`src/rtl/fifo_cmd_reader_pkg.sv`:
```
// fifo_cmd_reader_pkg: word-layout defaults and FSM encoding shared by the FIFO command reader.
package fifo_cmd_reader_pkg;
  localparam int DEF_ADDR_W     = 8;
  localparam int DEF_WDATA_W    = 32;
  localparam int DEF_DATA_WIDTH = 1 + DEF_ADDR_W + DEF_WDATA_W;
  localparam int DEF_TIMEOUT    = 1024;
  typedef enum logic [2:0] {
    ST_IDLE  = 3'd0,
    ST_FETCH = 3'd1,
    ST_LATCH = 3'd2,
    ST_ISSUE = 3'd3,
    ST_WAIT  = 3'd4,
    ST_RESP  = 3'd5
  } state_t;
endpackage

```
`src/rtl/fifo_cmd_reader_timeout_cnt.sv`:
```
// fifo_cmd_reader_timeout_cnt: saturating clear/enable counter flagging the last allowed cycle.
module fifo_cmd_reader_timeout_cnt #(
  parameter int TIMEOUT_CYC = 1024
) (
  input  logic clk,
  input  logic rst,
  input  logic clr,
  input  logic en,
  output logic expire
);
  localparam int CW = $clog2(TIMEOUT_CYC) + 1;
  localparam logic [CW-1:0] LAST = CW'(TIMEOUT_CYC - 1);
  logic [CW-1:0] cnt;
  always_ff @(posedge clk) begin
    if (rst || clr) cnt <= '0;
    else if (en && cnt != '1) cnt <= cnt + CW'(1);
  end
  assign expire = cnt == LAST;
endmodule

```
`src/rtl/fifo_cmd_reader.sv`:
```
// fifo_cmd_reader: pops command words from the FIFO and runs them one at a time on the SPI master.
module fifo_cmd_reader
  import fifo_cmd_reader_pkg::*;
#(
  parameter int DATA_WIDTH  = DEF_DATA_WIDTH,
  parameter int ADDR_W      = DEF_ADDR_W,
  parameter int WDATA_W     = DEF_WDATA_W,
  parameter int TIMEOUT_CYC = DEF_TIMEOUT
) (
  input  logic                  rd_clk,
  input  logic                  rd_rst,
  input  logic                  fifo_empty,
  output logic                  fifo_rd_en,
  input  logic [DATA_WIDTH-1:0] fifo_rdata,
  output logic                  cmd_valid,
  input  logic                  cmd_ready,
  output logic                  cmd_write,
  output logic [ADDR_W-1:0]     cmd_addr,
  output logic [WDATA_W-1:0]    cmd_wdata,
  input  logic                  spi_done,
  input  logic [WDATA_W-1:0]    spi_rdata,
  output logic                  rsp_valid,
  input  logic                  rsp_ready,
  output logic [WDATA_W-1:0]    rsp_rdata,
  output logic                  rsp_err,
  output logic                  busy,
  output logic                  timeout_sticky
);
  localparam int WR_BIT = ADDR_W + WDATA_W;
  state_t state, state_nx;
  logic accept, expire, in_wait;
  assign accept  = state == ST_ISSUE && cmd_ready;
  assign in_wait = state == ST_WAIT;
  fifo_cmd_reader_timeout_cnt #(.TIMEOUT_CYC(TIMEOUT_CYC)) u_timeout (
    .clk    (rd_clk),
    .rst    (rd_rst),
    .clr    (accept),
    .en     (in_wait),
    .expire (expire)
  );
  always_ff @(posedge rd_clk) begin
    if (rd_rst) state <= ST_IDLE;
    else state <= state_nx;
  end
  always_comb begin
    state_nx = state;
    case (state)
      ST_IDLE:  state_nx = fifo_empty ? ST_IDLE : ST_FETCH;
      ST_FETCH: state_nx = ST_LATCH;
      ST_LATCH: state_nx = ST_ISSUE;
      ST_ISSUE: state_nx = cmd_ready ? ST_WAIT : ST_ISSUE;
      ST_WAIT:  state_nx = spi_done ? (cmd_write ? ST_IDLE : ST_RESP) : expire ? ST_RESP : ST_WAIT;
      ST_RESP:  state_nx = rsp_ready ? ST_IDLE : ST_RESP;
      default:  state_nx = ST_IDLE;
    endcase
  end
  always_comb begin
    fifo_rd_en = state == ST_FETCH;
    cmd_valid  = state == ST_ISSUE;
    rsp_valid  = state == ST_RESP;
    busy       = state != ST_IDLE;
  end
  // spi_done takes priority over a timeout landing in the same cycle
  always_ff @(posedge rd_clk) begin
    if (rd_rst) begin
      cmd_write      <= 1'b0;
      cmd_addr       <= '0;
      cmd_wdata      <= '0;
      rsp_rdata      <= '0;
      rsp_err        <= 1'b0;
      timeout_sticky <= 1'b0;
    end else if (state == ST_LATCH) begin
      cmd_write <= fifo_rdata[WR_BIT];
      cmd_addr  <= fifo_rdata[WR_BIT-1:WDATA_W];
      cmd_wdata <= fifo_rdata[WDATA_W-1:0];
    end else if (in_wait && spi_done) begin
      if (!cmd_write) begin
        rsp_rdata <= spi_rdata;
        rsp_err   <= 1'b0;
      end
    end else if (in_wait && expire) begin
      rsp_rdata      <= '0;
      rsp_err        <= 1'b1;
      timeout_sticky <= 1'b1;
    end
  end
endmodule

```
`config.mk`:
```
export PLATFORM = sky130hd
export DESIGN_NAME = fifo_cmd_reader
export DESIGN_NICKNAME = d
export VERILOG_FILES = /design/src/rtl/fifo_cmd_reader_pkg.sv /design/src/rtl/fifo_cmd_reader_timeout_cnt.sv /design/src/rtl/fifo_cmd_reader.sv
export SDC_FILE = /design/constraint.sdc
export NUM_CORES = 1
export LEC_CHECK = 0
export CAP_MARGIN = 20
export CORE_UTILIZATION = 29
export DETAILED_ROUTE_END_ITERATION = 8
export GPL_TIMING_DRIVEN = 0
export PLACE_DENSITY = 0.68
export SLEW_MARGIN = 0
export SYNTH_ARGS = -nofsm -noshare
export SYNTH_HDL_FRONTEND = slang
export SYNTH_SLANG_ARGS = --single-unit
export TNS_END_PERCENT = 30
```
`constraint.sdc`:
```
create_clock -name rd_clk -period 2.62 [get_ports rd_clk]
set_input_delay 0.524 -clock rd_clk [delete_from_list [all_inputs] [get_ports rd_clk]]
set_output_delay 0.524 -clock rd_clk [all_outputs]
set_load 0.01 [all_outputs]
```
==> results of run 1 <==
-- logic make-up (layout without fill, tap and decap cells) --
logic type / Yosys count / after routing / share of synthesized area [%]
xor gates and xnor gates: 2 / 2 / 0.4965
and+or+nand+nor: 166 / 166 / 25.78
buffers and inverters: 39 / 211 / 4.681
adders and majority gates: 1 / 1 / 0.3546
AOI/OAI and AO/OA: 99 / 99 / 18.19
DFF: 89 / 89 / 50.50
-- layout by cell type (no fill, tap or decap), types with 5 or more instances in the layout --
cell type        count
nor4b_1             32
nand3_1              5
a21oi_1             50
nand2_1             87
clkbuf_1            27
clkdlybuf4s50_1    156
or3_1                6
clkbuf_16            9
nor2_1              12
o21ai_0              7
buf_2                6
a31o_1              29
dfxtp_1             89
-- area by class of cell --
cell class / instances / share of cell area (%)
Timing Repair Buffer: 156 / 28.04
Sequential cell: 89 / 32.00
Clock buffer: 11 / 4.539
Inverter: 3 / 0.2022
Tap cell: 143 / 3.213
Clock inverter: 5 / 0.8315
Buffer: 36 / 2.764
Multi-Input combinational cell: 268 / 28.40
-- registers in the layout, summed over array words and instances (netlist names) --
register        flops
rsp_rdata          32
rsp_err             1
cmd_addr            8
cmd_write           1
cmd_wdata          32
u_timeout.cnt      11
timeout_sticky      1
state               3
-- through the flow --
| stage | cells | cell area (sq um) | worst slack [ns] | hold WS, ns | utilization, % |
|---|---|---|---|---|---|
| after floorplan | 396 | 3528 | 0.8015 | 0.4683 | - |
| after global placement | 695 | 5269 | 0.07396 | 0.4421 | 45.37 |
| after detailed placement | 695 | 5269 | 0.06387 | 0.4476 | 45.37 |
| after CTS | 711 | 5568 | 0.2421 | 0.4578 | 47.94 |
| after global routing | 711 | 5568 | 0.1177 | 0.4771 | 47.94 |
| final | 711 | 5568 | 0.2495 | 0.4547 | 47.94 |
-- how the worst max path moves through the flow --
stage / start / slack (ns) / endpoint
final: state[0] / 0.25 / fifo_rd_en
after global routing: state[0] / 0.12 / fifo_rd_en
after CTS: state[0] / 0.24 / fifo_rd_en
after detailed placement: spi_done / 0.06 / rsp_rdata[21]
after global placement: spi_done / 0.07 / rsp_rdata[29]
after floorplan: state[1] / 0.80 / rsp_rdata[22]
-- routing by layer --
metal	track usage, %	wire (um)
met2	26.46	4621
met3	6.102	826
met5	0	0
met1	19.71	4441
met4	4.356	70
-- power by group through the flow --
stage	clock, mW	combinational (mW)	sequential, mW
5_1_grt	1.37	0.419	1.42
3_5_place_dp	0	0.385	1.45
3_3_place_gp	0	0.381	1.45
6_report	1.27	0.384	1.42
4_1_cts	1.32	0.388	1.42
2_1_floorplan	0	0.125	1.46
-- worst max-delay path, cell delays in order, from the launching register on --
cell and delay (ns):
dfxtp_1 0.40, clkbuf_1 0.31, nor3b_1 0.22, clkdlybuf4s50_1 0.58
==> metrics, run 1 <==
cell accounting for the most synthesized area=dfxtp_1; CTS root buf=clkbuf_16; CTS tree=done; clk_lat worst skew=~0.33 ns; max-cap violation count=0; top-count cell post-synth=dfxtp_1; number of post-CTS setup repair buffers=0; initial antenna violation count=0; Max rail drop VDD=~0.32 mV; CP Max Fanout=10; Syn Nets=between 400 and 500; Final Hold Viols=0; PortBufs=between 150 and 200; Worst-Margin Slew=0.6619 ns; H-tree levels=3; Post-Syn Area=approximately 0.0035 sq mm; layout cells sized above 1=~5.6%; die width=between 100 and 150 um; worst r2r src=state[1]; largest net degree at the start of global routing=17; initial drt markers=between 200 and 250; number of antenna diodes=0; Crit path required time=2.10 ns; Unique masters post-synth=39; GP Congestion=roughly 0.76; switching part of the total=about a quarter; Crit. End Element=output pin; DIE AREA=about 0.013 sq mm; Seq pwr share=roughly 46%; clock share of power=about two fifths; Main synth FF type=dfxtp_1; yosys warns=0; R2R cell count=6; r2r setup slk=between 0.4 and 0.5 ns; layout net count=643; min-delay src=cmd_addr[1]; CP startpoint kind=register; R2R Path End=rsp_rdata[16]; Avg Cell Area, Syn=8.910 sq um; RSZ-0062 raised after global routing=no; post-layout min period=~2.4 ns; Clock transition at path regs=~0.070 ns; power share of the combinational group=about 13%; clk buf depth=2; Post-synth EDFFs=0; failing checks=design-rule violations; Core Area=roughly 0.012 sq mm; grt total ovfl=0; Final Routed Wirelength=9.961 mm; Rows=39; HPWL Detailed=between 7 and 8 mm; P_sw=around 0.75 mW; first-pass GRT wire length=approximately 17 mm; hold path depth=2; Area Overhead vs Synth=57.80%; multi-input logic area=roughly 0.0016 sq mm; Area contributors post-synth=dfxtp_1 50%, nand2_1 9.3%, nor4b_1 7.9%; vias per std cell=4.887; Reg area=around 0.0018 sq mm; CTS Hold Bufs=0; cts repair resizes=0; wire per inst=between 10 and 15 um; clock skew=~0.011 ns; worst min-delay path class=reg2reg; Starting Density=between 30% and 40%; GRT Util Overall=roughly 16%; post-synthesis sequential area ratio=50.50%; Pwr Density=around 550 mW/mm^2; Slew Viols, Final=0; status=finished, violations left; async set-reset flop share out of synthesis=0%; Tot Pwr=3.070 mW; Worst EP arrival=around 1.9 ns; Pint=2.323 mW; FF+latch count, synth=89; post-route ant nets=0; Synth Instances=just under 400; DRT Pass-1 Iters=6; Top Ports=around 160; final setup TNS=0 ns; WS Path Type=reg2out; vias in the first global route=~3,400; Fillers=1,141; Final period util=90.48%; total CTS buffers=9; LEAKAGE=between 1.5 and 2 nW; Min-Delay Endpoint=cmd_addr[1]; DR vias=~3,500; Rel. slew slack=55.50%; highest clock rate=421.9 MHz; top cell type's share of synthesized area=around 50%; Setup-failing EPs final=0; die height=112.3 um; CTS sink count=approximately 90; DRC=10; top cells by count, synth=89 x dfxtp_1, 87 x nand2_1, 50 x a21oi_1
Power figures use the tool's default switching activity.
==> inputs of run 2 (changes only) <==
clock period = 2.3 ns   (was 2.62 ns; I/O delays follow)
==> metrics, run 2 (synthesized netlist as in run 1, its figures left out) <==
Tot Pwr=about 3.5 mW; Starting Density=between 30 and 40%; DR vias=3,485; die height=around 110 um; max-cap violation count=0; largest net degree at the start of global routing=17; WS Path Type=reg2out; CP startpoint kind=register; number of post-CTS setup repair buffers=0; clk_lat worst skew=between 0.3 and 0.4 ns; biggest regs=cmd_wdata x32, rsp_rdata x32, u_timeout.cnt x11; Rel. slew slack=between 50% and 60%; Crit. End Element=output pin; wire per inst=between 10 and 15 um; PortBufs=156; failing checks=design-rule violations; most frequent cells in the layout=156 x clkdlybuf4s50_1, 89 x dfxtp_1, 87 x nand2_1; Clock transition at path regs=approximately 0.07 ns; crit-path cells=clkbuf_2 > or3_1 > clkdlybuf4s50_1; HPWL Detailed=7.353 mm; Fillers=around 1,100; Crit path required time=1.84 ns; Final Routed Wirelength=roughly 10 mm; layout cells sized above 1=between 6 and 7%; H-tree levels=3; vias in the first global route=3,432; DRC=10; total CTS buffers=9; setup ws final=around 0.10 ns; initial drt markers=~200; post-layout min period=around 2.2 ns; min-delay src=cmd_addr[1]; vias per std cell=slightly below 5; Setup-failing EPs final=0; clk buf depth=2; Final Hold Viols=0; multi-input logic area=0.001582 sq mm; Pwr Density=roughly 630 mW/mm^2; post-route ant nets=0; first-pass GRT wire length=~17 mm; status=finished, violations left; Worst-Margin Slew=0.6583 ns; layout net count=roughly 640; Final period util=95.66%; Finished Core Util=between 40% and 50%; DRT Pass-1 Iters=6; CP Max Fanout=10; clock skew=roughly 0.010 ns; Crit-path slowest cell=clkdlybuf4s50_1; Area Overhead vs Synth=57.91%; Max rail drop VDD=~0.37 mV; number of antenna diodes=0; Slew Viols, Final=0; Core Area=between 0.01 and 0.015 sq mm; Reg area=about 0.0018 sq mm; DP Worst Slack=-0.1921 ns; worst min-delay path class=reg2reg; CTS tree=done; Worst EP arrival=around 1.7 ns; R2R cell count=6; Top Ports=between 150 and 200; LEAKAGE=around 1.9 nW; r2r setup slk=between 0.1 and 0.15 ns; most common cell after layout, fill and taps aside=clkdlybuf4s50_1; GRT Util Overall=between 10% and 20%; Slowest Stage Delay on Critical Path=between 0.5 and 0.6 ns; highest clock rate=approximately 450 MHz; worst r2r src=state[1]; DIE AREA=between 0.01 and 0.015 sq mm; R2R Path End=rsp_rdata[16]; hold path depth=2; initial antenna violation count=0; Rows=39; grt total ovfl=0; GP Congestion=around 0.76; CTS sink count=89; CTS root buf=clkbuf_16; Min-Delay Endpoint=cmd_addr[1]; die width=approximately 110 um
[run 2: stage by stage]
step           std cells  hold WS [ns]  setup TNS, ns  cell area [sq um]
2_1_floorplan        396        0.4683              0               3528
3_3_place_gp         695        0.4421         -5.253               5269
3_5_place_dp         695        0.4476         -5.238               5269
4_1_cts              711        0.4578              0               5569
5_1_grt              711        0.4771      -0.001549               5572
6_report             711        0.4547              0               5572
[run 2: worst max path at each step]
stage                     to     start  slack [ns]
3_5_place_dp   rsp_rdata[21]  spi_done       -0.19
4_1_cts            rsp_valid  state[2]        0.03
3_3_place_gp   rsp_rdata[29]  spi_done       -0.18
2_1_floorplan  rsp_rdata[22]  state[1]        0.48
5_1_grt        rsp_rdata[14]  state[1]      -0.002
6_report                busy  state[1]         0.1
[run 2: what timing repair did]
item / CTS / global route
gates resized for setup: 1 / 5
hold buffers: 0 / 0
setup endpoints to repair: 2 / 10
hold endpoints to repair: 0 / 0
[run 2: worst max-delay path, delay by kind of cell, from the launching register on]
family                 cells  cell delay [ns]
and+or+nand+nor            1             0.36
DFF                        1             0.34
buffers and inverters      2             0.71
[run 2: final cells by class]
type	count	share of cell area (%)
inverter	3	0.2021
multi-input combinational	268	28.39
sequential	89	31.98
buffer	36	2.830
tap	143	3.211
clock buffer	11	4.536
clock inverter	5	0.8309
timing repair buffer	156	28.03
[run 2: metal layers]
| metal | GRT usage [%] | vias up | routed length [um] |
|---|---|---|---|
| li1 | - | 1744 | - |
| met1 | 19.71 | 1608 | 4432 |
| met2 | 26.46 | 126 | 4599 |
| met3 | 6.102 | 7 | 863 |
| met4 | 4.356 | 0 | 94 |
| met5 | 0 | - | 0 |
[run 2: power breakdown]
group          internal (mW)  leakage (nW)  switching (mW)  total, mW
clock                  0.811         0.149           0.632       1.44
combinational          0.248          1.06           0.190      0.439
sequential              1.59         0.720          0.0284       1.62
==> inputs of run 3 (changes only) <==
CORE_UTILIZATION = 42   (was 29)
CTS_CLUSTER_SIZE = 10   (was not set)
PLACE_DENSITY = 0.9   (was 0.68)
==> metrics, run 3 (synthesized netlist as in run 1, its figures left out) <==
Clock transition at path regs=0.09 ns; Pint=roughly 2.3 mW; DRT Pass-1 Iters=4; status=complete, no violations; CP delay by family, top=buffers and inverters; Core Area=about 0.0082 sq mm; number of antenna diodes=0; die height=93.66 um; Worst EP arrival=approximately 1.8 ns; grt total ovfl=0; P_sw=0.7998 mW; vias in the first global route=about 3,500; wire per inst=between 10 and 15 um; Fillers=681; first-pass GRT wire length=about 15 mm; Worst-Margin Slew=just under 0.7 ns; WS Path Type=reg2out; DRC=0; most frequent cells in the layout=156 x clkdlybuf4s50_1, 88 x dfxtp_1, 87 x nand2_1; post-route ant nets=0; biggest regs=cmd_wdata x32, rsp_rdata x32, u_timeout.cnt x11; die width=around 94 um; Rows=33; layout net count=643; most common cell after layout, fill and taps aside=clkdlybuf4s50_1; Top Ports=approximately 160; LEAKAGE=around 1.9 nW; Area Overhead vs Synth=53.40%; Final Routed Wirelength=~9.6 mm; layout cells sized above 1=under 10%; clock share of power=between 30% and 40%; CTS Hold Bufs=0; Min Hold Slack=around 0.46 ns; PortBufs=about 160; CTS tree=done; Starting Density=a little over two fifths; vias per std cell=5.232; GP Congestion=around 0.82; GRT Util Overall=22.10%; CTS sink count=slightly below 90; Crit. End Element=output pin; worst min-delay path class=reg2reg; crit-path cells=clkbuf_2 > or3_1 > clkdlybuf4s50_1; CP startpoint kind=register; CP Max Fanout=10; HPWL Detailed=7.248 mm; Finished Core Util=about two thirds; Crit path required time=around 1.8 ns; Seq pwr share=between 50 and 60%; max-cap violation count=0; switching part of the total=26.04%; highest clock rate=between 400 and 500 MHz; Pwr Density=between 500 and 600 mW/mm^2; clk buf depth=2; Slowest Stage Delay on Critical Path=0.52 ns; clock skew=0.01523 ns; CTS root buf=clkbuf_8; post-layout min period=around 2.2 ns; DR vias=between 3,000 and 4,000; largest net degree at the start of global routing=17; CP bufs+invs=2; Setup-failing EPs final=0; DIE AREA=around 0.0088 sq mm; initial antenna violation count=0; Slew Viols, Final=0; Crit-path slowest cell=clkdlybuf4s50_1; H-tree levels=3; Max rail drop VDD=approximately 0.38 mV; power share of the combinational group=around 14%; clk_lat worst skew=approximately 0.36 ns; Final Hold Viols=0; initial drt markers=between 150 and 200; total CTS buffers=9; Rel. slew slack=roughly 54%; Final period util=96.44%
-- run 3: cell type report --
type | count | area [sq um] | share of cell area, %
Sequential cell | 89 | 1783 | 32.94
Multi-Input combinational cell | 268 | 1582 | 29.22
Timing Repair Buffer | 156 | 1562 | 28.85
Buffer | 36 | 157.7 | 2.913
Clock buffer | 10 | 137.6 | 2.543
Tap cell | 105 | 131.4 | 2.427
Clock inverter | 6 | 48.80 | 0.9015
Inverter | 3 | 11.26 | 0.2080
-- run 3: what timing repair did --
action,4_1_cts,5_1_grt
setup buffers,0,0
resized for setup,2,3
pin swaps,0,0
setup endpoints to repair,3,3
-- run 3: worst paths after layout --
path	slack [ns]	depth (start not counted)	endpoint	from
min reg2reg	0.46	2	cmd_wdata[7]	cmd_wdata[7]
min	0.46	2	cmd_wdata[7]	cmd_wdata[7]
max	0.08	3	busy	state[2]
max reg2reg	0.15	6	rsp_rdata[28]	state[1]
-- run 3: power by group through the flow --
stage	sequential [mW]	combinational (mW)	clock [mW]
3_5_place_dp	1.65	0.438	0
2_1_floorplan	1.67	0.143	0
6_report	1.62	0.439	1.02
4_1_cts	1.62	0.442	1.04
3_3_place_gp	1.65	0.429	0
5_1_grt	1.62	0.477	1.10
-- run 3: metal layers --
layer | part of all wire, % | GRT usage, % | vias up
li1 | - | - | 1745
met1 | 40 | 22.85 | 1633
met2 | 49 | 40.87 | 132
met3 | 10 | 7.686 | 11
met4 | 1.4 | 8.205 | 0
met5 | 0 | 0 | -
-- run 3: worst reg2reg max path: stages, from the launching register on --
cell and delay [ns]:
dfxtp_1 0.35, or3b_1 0.37, buf_2 0.18, nor3b_2 0.41
clkbuf_1 0.43, nor4b_1 0.12, a31o_1 0.20
-- run 3: stage by stage --
stage               setup WS [ns]  total power [mW]  cells  instance area (sq um)  setup TNS, ns
floorplan                  0.4815             1.811    396                   3528              0
global placement          -0.1741             2.077    657                   5221         -4.875
detailed placement        -0.2053             2.090    657                   5221         -5.390
CTS                       0.02946             3.095    673                   5410              0
global route            -0.006227             3.198    673                   5413      -0.006227
finish                    0.08179             3.072    673                   5413              0
